==> src/rtl/decode.sv <==
// ---------------------------------------------------------------------------
// decode -- RV32I instruction decode stage.
//
// Takes a pc/instruction pair from the instruction-memory stage over a
// valid/ready handshake, decodes it and presents the registered result to
// execute over a second valid/ready handshake. A taken branch from execute
// flushes whatever decode holds and drops the same-cycle incoming entry.
//
// Optional feature (compile-time macro DECODE_SKID_EN):
//   defined   - ready_o is driven from state (no combinational path from
//               ready_i), backed by a one-entry skid buffer holding the raw
//               pc/inst accepted while the output register is stalled.
//   undefined - ready_o = !valid_ro || ready_i, no skid storage.
//
// Ports:
//   clk, rst        clock (rising edge), asynchronous active-high reset
//   valid_i/ready_o upstream handshake carrying pc_i / inst_i
//   valid_ro/ready_i downstream handshake for the decoded entry
//   branch_taken_i  flush request from execute
//   pc_ro, inst_ro  registered pc and raw instruction
//   opclass_ro      operation class (15 = illegal)
//   rs1_ro, rs2_ro, rd_ro, funct3_ro, funct7b5_ro  raw instruction fields
//   imm_ro          sign-extended immediate for the instruction's format
//   rd_we_ro        destination register write enable
//   illegal_ro      instruction is not a legal RV32I encoding
// ---------------------------------------------------------------------------
module decode #(
    parameter int XLEN = 32
) (
    input  logic            clk,
    input  logic            rst,
    input  logic            valid_i,
    output logic            ready_o,
    input  logic [XLEN-1:0] pc_i,
    input  logic [XLEN-1:0] inst_i,
    output logic            valid_ro,
    input  logic            ready_i,
    input  logic            branch_taken_i,
    output logic [XLEN-1:0] pc_ro,
    output logic [XLEN-1:0] inst_ro,
    output logic [3:0]      opclass_ro,
    output logic [4:0]      rs1_ro,
    output logic [4:0]      rs2_ro,
    output logic [4:0]      rd_ro,
    output logic [2:0]      funct3_ro,
    output logic            funct7b5_ro,
    output logic [XLEN-1:0] imm_ro,
    output logic            rd_we_ro,
    output logic            illegal_ro
);

    typedef enum logic [3:0] {
        OPC_LUI     = 4'd0,
        OPC_AUIPC   = 4'd1,
        OPC_JAL     = 4'd2,
        OPC_JALR    = 4'd3,
        OPC_BRANCH  = 4'd4,
        OPC_LOAD    = 4'd5,
        OPC_STORE   = 4'd6,
        OPC_OPIMM   = 4'd7,
        OPC_OP      = 4'd8,
        OPC_FENCE   = 4'd9,
        OPC_SYSTEM  = 4'd10,
        OPC_ILLEGAL = 4'd15
    } opclass_e;

    // inst[6:2] values of the eleven RV32I major opcodes
    localparam logic [4:0] OP_LUI    = 5'b01101;
    localparam logic [4:0] OP_AUIPC  = 5'b00101;
    localparam logic [4:0] OP_JAL    = 5'b11011;
    localparam logic [4:0] OP_JALR   = 5'b11001;
    localparam logic [4:0] OP_BRANCH = 5'b11000;
    localparam logic [4:0] OP_LOAD   = 5'b00000;
    localparam logic [4:0] OP_STORE  = 5'b01000;
    localparam logic [4:0] OP_OPIMM  = 5'b00100;
    localparam logic [4:0] OP_OP     = 5'b01100;
    localparam logic [4:0] OP_FENCE  = 5'b00011;
    localparam logic [4:0] OP_SYSTEM = 5'b11100;

    // Output register state
    logic            valid_q, valid_d;
    logic [XLEN-1:0] pc_q, pc_d;
    logic [XLEN-1:0] inst_q, inst_d;
    opclass_e        opclass_q, opclass_d;
    logic [XLEN-1:0] imm_q, imm_d;
    logic            rdWe_q, rdWe_d;
    logic            illegal_q, illegal_d;

    // Decoder input selection and results
    logic [XLEN-1:0] decPc;
    logic [XLEN-1:0] decInst;
    opclass_e        decOpclass;
    logic [XLEN-1:0] decImm;
    logic            decWritesRd;
    logic            decRdWe;
    logic            decIllegal;

    logic upXfer;
    logic loadOut;

`ifdef DECODE_SKID_EN
    logic            skidValid_q, skidValid_d;
    logic [XLEN-1:0] skidPc_q, skidPc_d;
    logic [XLEN-1:0] skidInst_q, skidInst_d;
    logic            outFree;

    // Ready depends only on skid occupancy, so it is a pure function of state
    assign ready_o = !skidValid_q;
    assign outFree = !valid_q || ready_i;

    // A parked skid entry is older than anything upstream and must go first
    assign decPc   = skidValid_q ? skidPc_q   : pc_i;
    assign decInst = skidValid_q ? skidInst_q : inst_i;
`else
    assign ready_o = !valid_q || ready_i;
    assign decPc   = pc_i;
    assign decInst = inst_i;
`endif

    assign upXfer = valid_i && ready_o;

    // Instruction decoder: classify the opcode, reject reserved funct3
    // encodings and pick the immediate format. Anything not explicitly
    // recognised falls through as illegal with a zero immediate.
    always_comb begin
        logic [4:0]      opcode;
        logic [2:0]      f3;
        logic [XLEN-1:0] immI, immS, immB, immU, immJ;

        opcode = decInst[6:2];
        f3     = decInst[14:12];
        immI   = {{20{decInst[31]}}, decInst[31:20]};
        immS   = {{20{decInst[31]}}, decInst[31:25], decInst[11:7]};
        immB   = {{19{decInst[31]}}, decInst[31], decInst[7], decInst[30:25], decInst[11:8], 1'b0};
        immU   = {decInst[31:12], 12'b0};
        immJ   = {{11{decInst[31]}}, decInst[31], decInst[19:12], decInst[20], decInst[30:21], 1'b0};

        decOpclass  = OPC_ILLEGAL;
        decImm      = '0;
        decWritesRd = 1'b0;

        // All-zero and all-one words are common symptoms of reading
        // uninitialised or missing memory, so they are never legal.
        if (decInst[1:0] == 2'b11 && decInst != '0 && decInst != '1) begin
            case (opcode)
                OP_LUI: begin
                    decOpclass  = OPC_LUI;
                    decImm      = immU;
                    decWritesRd = 1'b1;
                end
                OP_AUIPC: begin
                    decOpclass  = OPC_AUIPC;
                    decImm      = immU;
                    decWritesRd = 1'b1;
                end
                OP_JAL: begin
                    decOpclass  = OPC_JAL;
                    decImm      = immJ;
                    decWritesRd = 1'b1;
                end
                OP_JALR: begin
                    if (f3 == 3'd0) begin
                        decOpclass  = OPC_JALR;
                        decImm      = immI;
                        decWritesRd = 1'b1;
                    end
                end
                OP_BRANCH: begin
                    if (f3 != 3'd2 && f3 != 3'd3) begin
                        decOpclass = OPC_BRANCH;
                        decImm     = immB;
                    end
                end
                OP_LOAD: begin
                    if (f3 != 3'd3 && f3 != 3'd6 && f3 != 3'd7) begin
                        decOpclass  = OPC_LOAD;
                        decImm      = immI;
                        decWritesRd = 1'b1;
                    end
                end
                OP_STORE: begin
                    if (f3 <= 3'd2) begin
                        decOpclass = OPC_STORE;
                        decImm     = immS;
                    end
                end
                OP_OPIMM: begin
                    decOpclass  = OPC_OPIMM;
                    decImm      = immI;
                    decWritesRd = 1'b1;
                end
                OP_OP: begin
                    decOpclass  = OPC_OP;
                    decWritesRd = 1'b1;
                end
                OP_FENCE: begin
                    decOpclass = OPC_FENCE;
                end
                OP_SYSTEM: begin
                    decOpclass = OPC_SYSTEM;
                    decImm     = immI;
                end
                default: begin
                    decOpclass = OPC_ILLEGAL;
                end
            endcase
        end

        decIllegal = (decOpclass == OPC_ILLEGAL);
        // Writes to x0 are suppressed here so execute never has to check
        decRdWe    = decWritesRd && (decInst[11:7] != 5'd0);
    end

    // Next-state for the output register (and skid buffer when present).
    // A flush wins over everything; otherwise a new entry is loaded when
    // one is available, or the output empties once execute has taken it.
    always_comb begin
        valid_d   = valid_q;
        pc_d      = pc_q;
        inst_d    = inst_q;
        opclass_d = opclass_q;
        imm_d     = imm_q;
        rdWe_d    = rdWe_q;
        illegal_d = illegal_q;
        loadOut   = 1'b0;
`ifdef DECODE_SKID_EN
        skidValid_d = skidValid_q;
        skidPc_d    = skidPc_q;
        skidInst_d  = skidInst_q;

        if (branch_taken_i) begin
            valid_d     = 1'b0;
            skidValid_d = 1'b0;
        end else if (outFree) begin
            if (skidValid_q) begin
                loadOut     = 1'b1;
                skidValid_d = 1'b0;
            end else if (upXfer) begin
                loadOut = 1'b1;
            end else begin
                valid_d = 1'b0;
            end
        end else if (upXfer) begin
            // Output is stalled but ready_o was still high: park the raw pair
            skidValid_d = 1'b1;
            skidPc_d    = pc_i;
            skidInst_d  = inst_i;
        end
`else
        if (branch_taken_i) begin
            valid_d = 1'b0;
        end else if (upXfer) begin
            loadOut = 1'b1;
        end else if (valid_q && ready_i) begin
            valid_d = 1'b0;
        end
`endif
        if (loadOut) begin
            valid_d   = 1'b1;
            pc_d      = decPc;
            inst_d    = decInst;
            opclass_d = decOpclass;
            imm_d     = decImm;
            rdWe_d    = decRdWe;
            illegal_d = decIllegal;
        end
    end

    // State registers, cleared asynchronously so every output reads zero
    // the moment reset is asserted.
    always_ff @(posedge clk or posedge rst) begin
        if (rst) begin
            valid_q     <= 1'b0;
            pc_q        <= '0;
            inst_q      <= '0;
            opclass_q   <= OPC_LUI;
            imm_q       <= '0;
            rdWe_q      <= 1'b0;
            illegal_q   <= 1'b0;
`ifdef DECODE_SKID_EN
            skidValid_q <= 1'b0;
            skidPc_q    <= '0;
            skidInst_q  <= '0;
`endif
        end else begin
            valid_q     <= valid_d;
            pc_q        <= pc_d;
            inst_q      <= inst_d;
            opclass_q   <= opclass_d;
            imm_q       <= imm_d;
            rdWe_q      <= rdWe_d;
            illegal_q   <= illegal_d;
`ifdef DECODE_SKID_EN
            skidValid_q <= skidValid_d;
            skidPc_q    <= skidPc_d;
            skidInst_q  <= skidInst_d;
`endif
        end
    end

    // Register fields are plain slices of the registered instruction word
    assign valid_ro    = valid_q;
    assign pc_ro       = pc_q;
    assign inst_ro     = inst_q;
    assign opclass_ro  = opclass_q;
    assign rs1_ro      = inst_q[19:15];
    assign rs2_ro      = inst_q[24:20];
    assign rd_ro       = inst_q[11:7];
    assign funct3_ro   = inst_q[14:12];
    assign funct7b5_ro = inst_q[30];
    assign imm_ro      = imm_q;
    assign rd_we_ro    = rdWe_q;
    assign illegal_ro  = illegal_q;

endmodule
==> config.mk <==
export PLATFORM = sky130hd
export DESIGN_NAME = decode
export DESIGN_NICKNAME = d
export VERILOG_FILES = /design/src/rtl/decode.sv
export SDC_FILE = /design/constraint.sdc
export NUM_CORES = 1
export LEC_CHECK = 0
export ABC_AREA = 1
export BUFFER_PORTS_ARGS = -buffer_cell sky130_fd_sc_hd__buf_2
export CORE_MARGIN = 3
export CORE_UTILIZATION = 48
export CTS_CLUSTER_DIAMETER = 80
export DETAILED_ROUTE_END_ITERATION = 10
export PLACE_DENSITY_LB_ADDON = 0.2
export SLEW_MARGIN = 20
export SYNTH_ARGS = -nofsm -noshare
export SYNTH_HDL_FRONTEND = slang
export SYNTH_SLANG_ARGS = --single-unit
==> constraint.sdc <==
create_clock -name clk -period 4.8 [get_ports clk]
set_input_delay 0.96 -clock clk [delete_from_list [all_inputs] [get_ports clk]]
set_output_delay 0.96 -clock clk [all_outputs]
set_load 0.005 [all_outputs]
# ---- After elaboration in Yosys (flattened, before gate mapping)
# Cells that the tools add are included.
dict set report classes {
  n_div 0
  shifts 0
  add_sub_neg 0
  muxes 22
  eq_ne 18
  bitwise 0
  magnitude_cmp 1
  mul 0
  reduce_logical 19
}
# cell count
set op_table {}
lappend op_table {{$pmux 32 s7} 1}
lappend op_table {{$mux 32} 5}
lappend op_table {{$pmux 4 s11} 1}
lappend op_table {{$ne 32x32->1 const B} 1}
lappend op_table {{$reduce_bool 32->1} 1}
lappend op_table {{$eq 5x5->1 const B} 4}
lappend op_table {{$mux 4} 5}
lappend op_table {{$eq 5x4->1 const B} 3}
lappend op_table {{$eq 5x3->1 const B} 2}
lappend op_table {{$mux 1} 9}
lappend op_table {{$ne 3x2->1 const B} 3}
lappend op_table {{$logic_and 1x1->1} 8}
lappend op_table {{$ne 3x3->1 const B} 2}
lappend op_table {{$eq 5x2->1 const B} 1}
lappend op_table {{$logic_not 5->1} 1}
lappend op_table {{$reduce_bool 5->1} 1}
lappend op_table {{$reduce_or 5->1} 1}
lappend op_table {{$eq 4x4->1 const B} 1}
lappend op_table {{$reduce_or 2->1} 2}
lappend op_table {{$le 3x2->1 const B} 1}
lappend op_table {{$logic_not 3->1} 1}
lappend op_table {{$pmux 1 s3} 1}
lappend op_table {{$reduce_bool 3->1} 1}
lappend op_table {{$eq 2x2->1 const B} 1}
lappend op_table {{other kinds (3)} 3}
dict set report totals {
  latchBits 0
  inputBits 69
  romBits 0
  regBits 103
  mem_count 0
  ramBits 0
}

# ---- Depth between registers and ports, before layout
dict set report logic_depth {
  word_depth 7
  mapped_depth 12
}

# ---- Worst setup path before layout
# No wires, ideal clock.
dict set report synth_timing {
  kind {input -> register}
  startpoint {in valid_i}
  endpoint {reg inst_q[2] (netlist: inst_ro[2])}
  setup_slack_ps 2665
  t_required_ps 4667
  path_stages 7
  setup_time_ps 133
  arrival_time_ps 2002
  cell_sequence {inv_1 nor3_1 inv_1 clkbuf_1 clkbuf_1 nand2_1 o21ai_0}
}
dict set report synth_via {
  elab_chain_len 3
}
# element line
set synth_rtl {}
lappend synth_rtl {{start: declaration} 32} ;# input logic valid_i,
lappend synth_rtl {{$logic_and 1x1->1} 120} ;# assign upXfer = valid_i && ready_o;
lappend synth_rtl {{$mux 1} 252} ;# end else if (upXfer) begin
lappend synth_rtl {{$mux 1} 250} ;# if (branch_taken_i) begin
lappend synth_rtl {{end signal: assignment} 288} ;# inst_q <= inst_d;
lappend synth_rtl {{end: declaration} 83} ;# logic [XLEN-1:0] inst_q, inst_d;
# No other way between the ends.
# A chain may end at the register's enable or synchronous reset.

# ---- Worst setup path in the final report
dict set report layout_timing {
  startpoint {in valid_i}
  endpoint {reg imm_q[9] (netlist: imm_ro[9])}
}
dict set report layout_via {
  elab_chain_len 3
}
# element line
set layout_rtl {}
lappend layout_rtl {{$logic_and 1x1->1} 120}
lappend layout_rtl {{$mux 1} 252}
lappend layout_rtl {{$mux 1} 250}
lappend layout_rtl {{end signal: assignment} 290} ;# imm_q <= imm_d;
lappend layout_rtl {{end: declaration} 85} ;# logic [XLEN-1:0] imm_q, imm_d;
# No other way between the ends.

==> impl_metrics.json <==
{
  "drc": 0,
  "insertion_delay_ns": 0.38,
  "hold_violations": 0,
  "placed_area_sq_um": 5880,
  "r2r_setup_slack_ns": 2.42,
  "synth_top_family_by_area": "simple AND/OR/NAND/NOR gates",
  "drt.antenna.violating_nets": 0,
  "cap_violations": 0,
  "whs_path_depth": 2,
  "fmax_mhz": 378,
  "leakagePower_nw": 3.72,
  "syn_inst": 666,
  "wire_per_inst_microns": 14.0,
  "yosys.area_share.simple": 0.346,
  "fillCellCount": 933,
  "synth_area_per_cell_sq_um": 7.47,
  "drtPass1Iterations": 5,
  "finClkSkew_ns": 0.0164,
  "synth_area_sq_um": 4980,
  "portBuffers": 191,
  "clock_sinks": 103,
  "start_util": 0.502,
  "outcome": "finished clean",
  "startpoint_type": "input port",
  "dieArea_sq_um": 11600,
  "hold_ws_ns": 0.473,
  "final_cell_mix": "nand2_1 (312), buf_2 (191), dfrtp_1 (103), nor2_1 (59)",
  "ff2ff_path_depth": 9,
  "arrival_ns": 2.96,
  "grt_pass1_wl_mm": 22.2,
  "totalWireLength_mm": 13.5,
  "critPathKind": "in -> reg",
  "synth_top_cell_area_share": 0.518,
  "fp.dieW_microns": 108,
  "setup_viol": 0,
  "avgViaCountPerCell": 4.96,
  "grt_max_degree": 79,
  "power.density_nw_per_um2": 326,
  "synthXorXnorAreaFrac": 0,
  "area_delta_synth_final_pct": 22.8,
  "fin_area_sq_um": 6110,
  "yosys_warnings": 0,
  "vdd_drop_max_v": 0.000152,
  "slew_violations": 0,
  "end_kind": "flop",
  "final_common_cell": "nand2_1",
  "antennaDiodeCount": 0,
  "cts_setup_buffers": 0,
  "fp.dieH_microns": 108,
  "crit_path_max_fanout": 49,
  "cts_tree": "done",
  "rows": 36,
  "stdcell_count": 966,
  "rsz0062_at_grt": "false",
  "synth.area.top_cells": "dfrtp_1 (52%), nand2_1 (24%), nor2_1 (4.5%), nand3_1 (3.2%), buf_4 (3.2%)",
  "path_clk_slew_ns": 0.10,
  "max_slew_margin": 0.374,
  "setup_tns_ns": 0,
  "ios": 192,
  "gp_congestion": 0.920,
  "layout-drive-gt1-share": 0.282,
  "nNetsFinal": 897,
  "clockBufferDepth": 2,
  "ys_ff_latch": 103,
  "cts-root-buf": "clkbuf_8",
  "period_share": 0.551,
  "grt_antenna_before_repair": 0,
  "syn_nets": 735,
  "grt_usage": 0.241,
  "cts_buffers": 9,
  "synth_top_area_cell": "dfrtp_1",
  "dp_worst_setup_slack_ns": 1.79,
  "muxShareOfSynthArea": 0,
  "synth_compound_area_frac": 0.0538,
  "htreeDepth": 3,
  "core-area_sq_um": 9910,
  "dp.cells": 950,
  "cp.required_ns": 5.12,
  "yosysSeqAreaShare": 0.518,
  "drtIter0Drc": 481,
  "num_vias": 4794,
  "tightest_slew_ns": 0.939,
  "cts_resized": 0,
  "dp.final_hpwl_mm": 10.2,
  "hold_buffers": 0,
  "synth_fa_ha_area_frac": 0,
  "setup_ws_ns": 2.16,
  "grt_pass1_vias": 4551,
  "fin_crit_ns": 2.64,
  "synth_cell_types": 24,
  "grt_overflow": 0,
  "worstHoldPathType": "reg -> reg"
}
==> worst paths after layout <==
path,startpoint,to
hold reg to reg,pc_ro[26],pc_ro[26]
min in group asynchronous,rst,imm_ro[17]
setup reg to reg,valid_ro,imm_ro[9]
setup / recovery,valid_i,imm_ro[9]
hold / removal,pc_ro[26],pc_ro[26]
max in group asynchronous,rst,pc_ro[12]
==> logic make-up after synthesis <==
| group | after synthesis |
|---|---|
| AOI/OAI and AO/OA | 51 |
| buffers and inverters | 83 |
| DFF | 103 |
| and+or+nand+nor | 429 |
==> per-stage QoR <==
step	utilization	power [mW]
floorplan	-	1.22
global placement	0.593	1.37
detailed placement	0.593	1.38
CTS	0.617	2.01
global route	0.617	2.11
finish	0.617	1.99
==> critical path, stage by stage <==
cell and delay, ns:
buf_2 0.07, inv_1 0.04, nor3_2 0.16, buf_4 0.45, clkinv_2 0.49, buf_4 0.41
nor3_1 0.21, nand2_1 0.08, nand2_1 0.06
==> cell type report <==
type                            instances  area, sq um  share of cell area
Timing Repair Buffer                  196          993               0.163
Inverter                               38          146              0.0240
Clock buffer                            9          124              0.0203
Clock inverter                          7          108              0.0176
Sequential cell                       103         2580               0.422
Tap cell                              133          166              0.0272
Multi-Input combinational cell        480         1990               0.326
==> registers in the layout, summed over array words and instances (netlist names) <==
signal      cells
imm_ro         32
inst_ro        32
pc_ro          32
opclass_ro      4
illegal_ro      1
rd_we_ro        1
valid_ro        1
==> cell usage after synthesis <==
master and number:
a21oi_1 10, a21oi_2 1, a31oi_1 2, buf_1 1
buf_2 3, buf_4 21, buf_6 2, clkbuf_1 18
dfrtp_1 103, inv_1 34, inv_2 4, nand2_1 312
nand2_2 6, nand3_1 32, nand3_2 2, nand4_1 2
nor2_1 59, nor2_2 5, nor2_4 2, nor3_1 9
o211ai_1 1, o21ai_0 30, o21ai_1 4, o22ai_1 3
==> power by group <==
| group | leakage (nW) | internal (mW) | switching, mW |
|---|---|---|---|
| clock network | 0.114 | 0.305 | 0.326 |
| registers | 1.32 | 0.957 | 0.0532 |
| logic | 2.28 | 0.150 | 0.202 |
==> routing by layer <==
metal	vias to the layer above	wire [microns]	global-route usage	part of all wire
li1	2367	-	-	-
met1	2180	5980	0.342	0.44
met2	219	6250	0.377	0.46
met3	28	1010	0.0378	0.074
met4	0	298	0.0848	0.022
met5	-	0	0	0
Note: power is estimated with default switching activity, not from simulation.
